===== config.mk =====
export PLATFORM = sky130hd
export DESIGN_NAME = mem_port_arbiter
export DESIGN_NICKNAME = d
export VERILOG_FILES = /design/src/rtl/riscv_pkg.sv /design/src/rtl/mem_arb_perf_counters.sv /design/src/rtl/mem_port_arbiter.sv
export SDC_FILE = /design/constraint.sdc
export NUM_CORES = 1
export LEC_CHECK = 0
export ABC_AREA = 1
export CAP_MARGIN = 20
export CORE_MARGIN = 2
export CORE_UTILIZATION = 41
export DETAILED_ROUTE_END_ITERATION = 16
export GPL_ROUTABILITY_DRIVEN = 0
export PLACE_DENSITY = 0.82
export RECOVER_POWER = 50
export SLEW_MARGIN = 40
export SYNTH_ARGS = -nofsm -noshare
export SYNTH_HDL_FRONTEND = slang
export SYNTH_SLANG_ARGS = --single-unit

===== constraint.sdc =====
create_clock -name clk -period 2 [get_ports clk]
set_input_delay 0.5 -clock clk [delete_from_list [all_inputs] [get_ports clk]]
set_output_delay 0.5 -clock clk [all_outputs]
set_load 0.02 [all_outputs]

===== src/rtl/riscv_pkg.sv =====
// Shared pipeline definitions: data width, memory-arbiter state encoding, load/store opcodes.
package riscv_pkg;

    localparam int XLEN = 32;

    localparam logic [6:0] OPC_LW = 7'b0000011;
    localparam logic [6:0] OPC_SW = 7'b0100011;

    typedef enum logic [1:0] {
        IDLE   = 2'd0,
        BUSY_I = 2'd1,
        BUSY_D = 2'd2
    } arb_state_t;

    function automatic logic is_mem_opcode(input logic [6:0] opc);
        return (opc == OPC_LW) || (opc == OPC_SW);
    endfunction

endpackage


===== src/rtl/mem_arb_perf_counters.sv =====
// Performance counters for mem_port_arbiter: data grants and IF stall cycles, free-running 32-bit wrap.
module mem_arb_perf_counters (
    input  logic        clk,
    input  logic        rst_n,
    input  logic        d_gnt,
    input  logic        if_req,
    input  logic        if_gnt,
    output logic [31:0] perf_d_cnt,
    output logic [31:0] perf_if_stall
);

    always_ff @(posedge clk or negedge rst_n) begin
        if (!rst_n) begin
            perf_d_cnt    <= '0;
            perf_if_stall <= '0;
        end else begin
            if (d_gnt) begin
                perf_d_cnt <= perf_d_cnt + 32'd1;
            end
            // a stall cycle is any cycle where IF is asking and is not being granted
            if (if_req && !if_gnt) begin
                perf_if_stall <= perf_if_stall + 32'd1;
            end
        end
    end

endmodule


===== src/rtl/mem_port_arbiter.sv =====
// Single-port unified memory arbiter between the IF and MEM pipeline stages, one transaction in flight.
// Optional performance counters are built when MEM_ARB_PERF_CNT_EN is defined.
//
// state  | meaning
// IDLE   | no transaction; arbitrate between if_req and d_req
// BUSY_I | instruction fetch issued, waiting for mem_ack
// BUSY_D | load/store issued, waiting for mem_ack
module mem_port_arbiter
    import riscv_pkg::*;
#(
    parameter int XLEN         = riscv_pkg::XLEN,
    parameter int STARVE_LIMIT = 3
) (
    input  logic            clk,
    input  logic            rst_n,
    input  logic            if_req,
    input  logic [XLEN-1:0] if_addr,
    output logic            if_gnt,
    output logic            if_rvalid,
    output logic [XLEN-1:0] if_rdata,
    input  logic            d_req,
    input  logic            d_we,
    input  logic [XLEN-1:0] d_addr,
    input  logic [XLEN-1:0] d_wdata,
    output logic            d_gnt,
    output logic            d_rvalid,
    output logic [XLEN-1:0] d_rdata,
    output logic            mem_req,
    output logic            mem_we,
    output logic [XLEN-1:0] mem_addr,
    output logic [XLEN-1:0] mem_wdata,
    input  logic            mem_ack,
    input  logic [XLEN-1:0] mem_rdata,
    output logic [31:0]     perf_d_cnt,
    output logic [31:0]     perf_if_stall
);

    localparam logic [3:0] STARVE_MAX = 4'(STARVE_LIMIT);

    arb_state_t state;
    logic [3:0] starve_cnt;
    logic       pick_i;
    logic       pick_d;

    // data wins conflicts until IF has lost STARVE_LIMIT times in a row
    always_comb begin
        pick_i = if_req && (!d_req || (starve_cnt == STARVE_MAX));
        pick_d = d_req && !pick_i;
    end

    always_ff @(posedge clk or negedge rst_n) begin
        if (!rst_n) begin
            state      <= IDLE;
            starve_cnt <= '0;
            if_gnt     <= 1'b0;
            d_gnt      <= 1'b0;
            if_rvalid  <= 1'b0;
            d_rvalid   <= 1'b0;
            if_rdata   <= '0;
            d_rdata    <= '0;
            mem_req    <= 1'b0;
            mem_we     <= 1'b0;
            mem_addr   <= '0;
            mem_wdata  <= '0;
        end else begin
            if_gnt    <= 1'b0;
            d_gnt     <= 1'b0;
            if_rvalid <= 1'b0;
            d_rvalid  <= 1'b0;
            case (state)
                IDLE: begin
                    if (pick_d) begin
                        state     <= BUSY_D;
                        d_gnt     <= 1'b1;
                        mem_req   <= 1'b1;
                        mem_we    <= d_we;
                        mem_addr  <= d_addr;
                        mem_wdata <= d_wdata;
                        if (if_req && (starve_cnt != STARVE_MAX)) begin
                            starve_cnt <= starve_cnt + 4'd1;
                        end
                    end else if (pick_i) begin
                        state      <= BUSY_I;
                        if_gnt     <= 1'b1;
                        mem_req    <= 1'b1;
                        mem_we     <= 1'b0;
                        mem_addr   <= if_addr;
                        mem_wdata  <= '0;
                        starve_cnt <= '0;
                    end
                end
                BUSY_I: begin
                    if (mem_ack) begin
                        state     <= IDLE;
                        mem_req   <= 1'b0;
                        if_rvalid <= 1'b1;
                        if_rdata  <= mem_rdata;
                    end
                end
                BUSY_D: begin
                    if (mem_ack) begin
                        state    <= IDLE;
                        mem_req  <= 1'b0;
                        d_rvalid <= 1'b1;
                        d_rdata  <= mem_we ? '0 : mem_rdata;
                    end
                end
                default: begin
                    state <= IDLE;
                end
            endcase
        end
    end

`ifdef MEM_ARB_PERF_CNT_EN
    mem_arb_perf_counters u_perf (
        .clk           (clk),
        .rst_n         (rst_n),
        .d_gnt         (d_gnt),
        .if_req        (if_req),
        .if_gnt        (if_gnt),
        .perf_d_cnt    (perf_d_cnt),
        .perf_if_stall (perf_if_stall)
    );
`else
    assign perf_d_cnt    = '0;
    assign perf_if_stall = '0;
`endif

endmodule

# Yosys cells after proc, flatten, opt, wreduce, memory -nomap -nowiden
# Cells that the tools add are included.
[totals]
regBits = 140
inputBits = 134
[classes]
addsub = 1
eq_ne = 7
muxes = 26
n_reduce_logical = 16
[ops]
columns = ["op", "n"]
rows = [
  ["32-bit two-way mux", 5],
  ["1-bit two-way mux", 13],
  ["4-bit two-way mux", 3],
  ["2-bit AND reduction", 4],
  ["2-bit two-way mux", 3],
  ["3-bit AND reduction", 2],
  ["4-bit by 1-bit adder with 4-bit output, second input constant", 1],
  ["4-bit by 2-bit equality test with 1-bit output, second input constant", 1],
  ["2-bit by 1-bit inequality test with 1-bit output, second input constant", 2],
  ["4-bit by 2-bit inequality test with 1-bit output, second input constant", 1],
  ["2-bit one-hot mux with 2 select lines", 1],
  ["2-bit nonzero test", 2],
  ["1-bit logical AND", 3],
  ["3-bit inequality test, second input constant", 1],
  ["2-bit by 1-bit equality test with 1-bit output, second input constant", 1],
  ["2-bit equality test, second input constant", 1],
  ["1-bit zero test", 2],
  ["2-bit zero test", 1],
  ["1-bit one-hot mux with 2 select lines", 1],
  ["2-bit OR reduction", 1],
  ["1-bit logical OR", 1],
]

# Longest topological paths before layout
# Gate-level depths: netlist of the first run.
[depth]
depth_word = 7
depth_mapped = 9
mapped_depth_nobuf = 8

# Worst setup path after synthesis of the first run
# No wires, ideal clock.
[synth_timing]
path_kind = "reg2reg"
startpoint = "register state[0]"
endpoint = "register mem_wdata[12]"
setup_ps = 118
t_arrival_ps = 1306
required_ps = 1882
setup_slack_ps = 576
path_stages_with_launch = 10
path_cell_list = "dfrtp_1 > inv_1 > ha_1 > inv_1 > nor2_2 > inv_2 > buf_4 > buf_2 > nand2_1 > nand2_1"
[synth_between]
elab_chain_cells = 2
[synth_lines]
columns = ["item", "line", "source"]
rows = [
  ["from (decl)", "mem_port_arbiter.sv:40", "arb_state_t state;"],
  ["from (signal assigned)", "mem_port_arbiter.sv:53", "state <= IDLE;"],
  ["from (signal assigned)", "mem_port_arbiter.sv:73", "state <= BUSY_D;"],
  ["from (signal assigned)", "mem_port_arbiter.sv:83", "state <= BUSY_I;"],
  ["2-bit zero test", "mem_port_arbiter.sv:70", "case (state)"],
  ["2-bit AND reduction (no source line)", "n/a", ""],
  ["to (signal assigned)", "mem_port_arbiter.sv:78", "mem_wdata <= d_wdata;"],
  ["to (decl)", "mem_port_arbiter.sv:31", "output logic [XLEN-1:0] mem_wdata,"],
]
# Every way passes these cells.
# A chain may end at the register's enable or synchronous reset.

# Worst setup path in the final report of the first run
[layout_timing]
startpoint = "register d_rdata[11]"
endpoint = "output port d_rdata[11]"
[layout_rtl]
columns = ["item", "line", "source"]
rows = [
  ["from (decl)", "mem_port_arbiter.sv:27", "output logic [XLEN-1:0] d_rdata,"],
  ["from (signal assigned)", "mem_port_arbiter.sv:105", "d_rdata <= mem_we ? '0 : mem_rdata;"],
]
# No word-level cell between the ends.

==> results.md, run 1 <==
- Fin crit share: 0.965
- F_max: about 520 MHz
- Multi-input gate area: 2280 um2
- Routed WL per cell: 13.9 um
- Initial drt markers: approximately 350
- Vias per cell: around 4.6
- # nets final: between 1000 and 1500
- Pre-Repair DR Iteration Count: 5
- Seq/Total Area, Yosys: 0.533
- Final Hold Fails: 0
- Yosys cell types: 21
- CP arrival: around 1.4 ns
- RSZ-0062 raised after global routing: false
- Setup Skew: roughly 0.0085 ns
- CP cell instances: clkdlybuf4s50_1
- DP Worst Slack: -0.0612 ns
- Largest net degree at the start of global routing: between 60 and 70
- Area growth from synthesis to layout: 49.6%
- Vias in the first global route: ~5500
- Commonest non-fill, non-tap cells in the layout: 300 x nand2_1, 266 x clkdlybuf4s50_1, 140 x dfrtp_1
- Worst R2R Path Depth: 7
- WS Path Type: reg2out
- IO Pins: ~330
- Gr usage total: 0.210
- CTS root buffer: clkbuf_16
- Die outline width: roughly 130 um
- Non-Filler Instances: roughly 1300
- Core area: 15800 um2
- Power Total: about 16 mW
- Max Transition Viols Final: 0
- Post-Syn Area: roughly 6600 um2
- Final worst-path setup slack: 0.0709 ns
- Overflow after GRT: 0
- Register area: between 3000 and 4000 um2
- CTS Buffer Depth: 2
- Filler cells: approximately 1300
- H-tree levels: 4
- DRT antenna net count: 0
- Placed Cells: around 1300
- CP endpoint kind: primary output
- Worst-Margin Slew: roughly 1.2 ns
- Hold Path Class: in2async
- Period minus WS final: 1.93 ns
- Leakage: between 5 and 6 nW
- Synth warn: 0
- Outcome: complete, no violations
- CTS tree: yes
- Clock sinks: 140
- Slowest-stage cell, CP: clkdlybuf4s50_1
- CP startpoint: d_rdata[11]$_DFFE_PN0P_
- Final core occ: 0.623
- First-pass GRT wire length: roughly 28 mm
- Buf/Inv on CP: 1
- Average size of a mapped cell: between 8 and 9 um2
- Worst VDD drop: just under 0.9 mV
- Worst path max stage delay: roughly 0.63 ns
- Final WL: around 18 mm
- Cts repair resizes: 0
- Worst R2R Setup Slack: ~0.19 ns
- Clk_lat worst skew: a little over 0.4 ns
- Row Count: 46
- HPWL after detailed placement: around 13 mm
- Hold_buf cts: 0
- Slew HR: 0.214
- Number of port buffers: 267
- Initial core utilization: 0.417
- Die area: between 15000 and 20000 um2
- Chip height: ~130 um
- Layout cells sized above 1: 0.0528
- R2R Path End: mem_wdata[5]$_DFFE_PN0P_
- CP startpoint kind: register
- Required @ worst endpoint: 1.50 ns
- Final Setup Violations: 0
- CP delay by family, top: buffers and inverters
- Post-synthesis sequential element count: 140
- TritonCTS buffer count: 17
- Reg2reg start: state[0]$_DFFE_PN0P_
- PwrDens: 1590 nW/um2
- CP Max Fanout: 2
- Via Count: ~6000
- Initial antenna violation count: 1
- Max cap viols: 0
- Commonest non-fill, non-tap cell in the layout: nand2_1
- DRC Markers: 0
- Setup Fix Bufs, Post-CTS: 0
- Mapped Cells: between 800 and 900
- Worst-path clk slew: approximately 0.060 ns
cell type report:
class                      instances  share of cell area
clock inverter                    13              0.0121
multi-input combinational        533               0.232
timing repair buffer             289               0.293
antenna                            1            0.000255
sequential                       140               0.356
clock buffer                      19              0.0461
inverter                          86              0.0328
tap                              216              0.0275
registers in the layout, indices dropped and copies added, names as in the netlist:
| name | flops |
|---|---|
| d_gnt | 1 |
| mem_addr | 32 |
| if_rvalid | 1 |
| state | 2 |
| mem_we | 1 |
| if_gnt | 1 |
| mem_wdata | 32 |
| starve_cnt | 4 |
| if_rdata | 32 |
| mem_req | 1 |
| d_rvalid | 1 |
| d_rdata | 32 |
cells by family after synthesis:
group           count (synthesis)  synth area share
simple gates                  413             0.257
buf+inv                       193             0.156
flops                         140             0.533
compound gates                 49            0.0411
fa+ha+maj                       5           0.00952
xor+xnor                        2           0.00267
other cells                     1          0.000571
cells in the mapped netlist (all sizes together):
master | count | area share
nand2 | 303 | 0.17
dfrtp | 140 | 0.53
nand3 | 101 | 0.077
buf | 95 | 0.10
inv | 86 | 0.049
o21ai | 37 | 0.028
clkbuf | 12 | 0.0069
o31ai | 10 | 0.011
nor2 | 9 | 0.0059
ha | 5 | 0.0095
a21oi | 2 | 0.0015
conb | 1 | 0.00057
xnor2 | 1 | 0.0013
xor2 | 1 | 0.0013
power by group:
group	internal [mW]	total, mW	switching [mW]
logic	3.41	7.70	4.29
clock network	1.78	2.98	1.20
registers	4.21	5.00	0.792
how the worst max path moves through the flow:
stage	to	slack, ns	cells past startpoint
2_1_floorplan	mem_wdata[12]$_DFFE_PN0P_	0.58	9
5_1_grt	mem_wdata[31]	0.01	1
3_3_place_gp	mem_addr[8]$_DFFE_PN0P_	-0.003	6
3_5_place_dp	mem_wdata[5]$_DFFE_PN0P_	-0.06	6
4_1_cts	mem_wdata[31]	0.04	1
6_report	d_rdata[11]	0.07	1
layer usage:
| layer | GRT usage | wire (um) |
|---|---|---|
| met2 | 0.355 | 9030 |
| met3 | 0.0822 | 1740 |
| met4 | 0.0551 | 248 |
| met1 | 0.252 | 7030 |
| met5 | 0 | 0 |
stage by stage:
| stage | area [um2] | hold slack, ns | TNS (ns) |
|---|---|---|---|
| after floorplan | 6810 | 0.204 | 0 |
| after global placement | 9350 | 0.460 | -0.00272 |
| after detailed placement | 9350 | 0.464 | -1.62 |
| after CTS | 9920 | 0.0259 | 0 |
| after global routing | 9830 | 0.413 | 0 |
| final | 9830 | 0.322 | 0 |
Power figures use the tool's default switching activity.
==> inputs of run 2 (changes only) <==
GPL_ROUTABILITY_DRIVEN = not set   (was 0)
==> results of run 2 <==
No change in the layout: final DEF, timing and power equal those of run 1.
==> inputs of run 3 (changes only) <==
MAX_ROUTING_LAYER = met4   (was not set)
==> results.md, run 3 (synthesis results as in run 1) <==
- Outcome: complete, no violations
- DRC Markers: 0
- Comb power frac: 0.491
- Cts repair resizes: 0
- Min Hold Slack: between 0.3 and 0.4 ns
- Die outline width: 131 um
- Period minus WS final: ~1.9 ns
- Routed WL per cell: ~14 um
- Filler cells: roughly 1300
- Chip height: 131 um
- HPWL after detailed placement: about 13 mm
- Sequential share of power: 0.319
- First-pass GRT wire length: roughly 28 mm
- Multi-input gate area: between 2000 and 2500 um2
- Worst R2R Setup Slack: 0.18 ns
- Hold Path Class: in2async
- Initial drt markers: between 300 and 400
- Required @ worst endpoint: about 1.5 ns
- Crit. path cell count: 1
- WS Path Type: reg2out
- Vias in the first global route: 5527
- Non-Filler Instances: 1297
- Met1 Routed Length: 7.24 mm
- Clock share of power: 0.190
- Via Count: between 5000 and 6000
- Number of port buffers: ~270
- Clk_lat worst skew: about 0.41 ns
- Reg2reg start: state[0]$_DFFE_PN0P_
- Layout cells sized above 1: 0.0528
- Pre-Repair DR Iteration Count: 5
- Setup Skew: 0.00827 ns
- Fin crit share: 0.963
- TritonCTS buffer count: 17
- CP arrival: between 1 and 1.5 ns
- Area growth from synthesis to layout: 49.6%
- Commonest non-fill, non-tap cell in the layout: nand2_1
- CP Max Fanout: 2
- PwrDens: 1590 nW/um2
- Core area: around 16000 um2
- Hold_buf cts: 0
- Initial core utilization: 0.417
- CTS tree: yes
- DRT antenna net count: 0
- Initial antenna violation count: 1
- CTS root buffer: clkbuf_16
- Power Total: about 16 mW
- CP startpoint: d_rdata[11]$_DFFE_PN0P_
- Internal Power: 9.40 mW
- Metal3 WL: around 1.6 mm
- Setup Fix Bufs, Post-CTS: 0
- Slowest-stage cell, CP: clkdlybuf4s50_1
- Max Transition Viols Final: 0
- Buf/Inv on CP: 1
- Slew HR: 0.217
- Routed wl met2: around 9.0 mm
- Routability cong.: 0.839
- CP endpoint kind: primary output
- # nets final: roughly 1200
- Gr usage total: 0.216
- Final Hold Fails: 0
- Leakage: 5.03 nW
- H-tree levels: 4
- Worst VDD drop: ~0.89 mV
- Setup crit end: d_rdata[11]
- P_sw: around 6.3 mW
- Overflow after GRT: 0
- Worst-path clk slew: around 0.06 ns
- Final WL: approximately 18 mm
- Placed Cells: about 1300
- DR top layer: met4
- Max cap viols: 0
- Final Setup Violations: 0
- CTS Buffer Depth: 2
- Register area: roughly 3500 um2
- CP startpoint kind: register
- CP delay by family, top: buffers and inverters
- Worst R2R Path Depth: 7
- Sw frac: 0.401
- R2R Path End: mem_wdata[5]$_DFFE_PN0P_
- Commonest non-fill, non-tap cells in the layout: 300 x nand2_1, 266 x clkdlybuf4s50_1, 140 x dfrtp_1
- Clock sinks: 140
- Final core occ: 0.623
- Vias per cell: between 4 and 5
- Row Count: between 40 and 50
- F_max: 519 MHz
- Worst path max stage delay: between 0.6 and 0.7 ns
- Largest net degree at the start of global routing: 66
- IO Pins: 332
- CP cell instances: clkdlybuf4s50_1
- Worst-Margin Slew: 1.17 ns
- Die area: roughly 17000 um2
- RSZ-0062 raised after global routing: false
## run 3: cell counts in the layout (fill, tap and decap cells not counted)
Identical to the previous run, type by type.
## run 3: worst min path at each step
stage,endpoint,from,cells after the start
2_1_floorplan,d_gnt$_DFF_PN0_,rst_n,0
3_3_place_gp,mem_wdata[19]$_DFFE_PN0P_,mem_wdata[19]$_DFFE_PN0P_,2
3_5_place_dp,if_rdata[28]$_DFFE_PN0P_,if_rdata[28]$_DFFE_PN0P_,2
4_1_cts,d_rdata[1]$_DFFE_PN0P_,rst_n,1
5_1_grt,d_rdata[31]$_DFFE_PN0P_,rst_n,1
6_report,d_rdata[1]$_DFFE_PN0P_,rst_n,1
## run 3: power groups by stage
stage | combinational, mW | sequential [mW] | clock, mW
after floorplan | 2.45 | 6.56 | 0
after global placement | 7.66 | 4.99 | 0
after detailed placement | 7.80 | 5.01 | 0
after CTS | 7.83 | 5.01 | 3.05
after global routing | 8.36 | 5.16 | 3.18
final | 7.70 | 5.01 | 2.98
## run 3: routing by layer
metal	vias up	GRT usage
met4	0	0.0551
met3	18	0.0741
li1	2878	-
met5	-	-
met1	2766	0.256
met2	259	0.356
## run 3: stage by stage
stage	instance area, um2	setup slack (ns)	TNS [ns]
3_3_place_gp	9350	-0.00272	-0.00272
2_1_floorplan	6810	0.576	0
5_1_grt	9830	0.0148	0
3_5_place_dp	9350	-0.0612	-1.62
4_1_cts	9920	0.0393	0
6_report	9830	0.0747	0
## run 3: cell type report
class,count,share of cell area
clock inverter,13,0.0121
antenna,1,0.000255
timing repair buffer,289,0.293
inverter,86,0.0328
clock buffer,19,0.0461
multi-input combinational,533,0.232
sequential,140,0.356
tap,216,0.0275
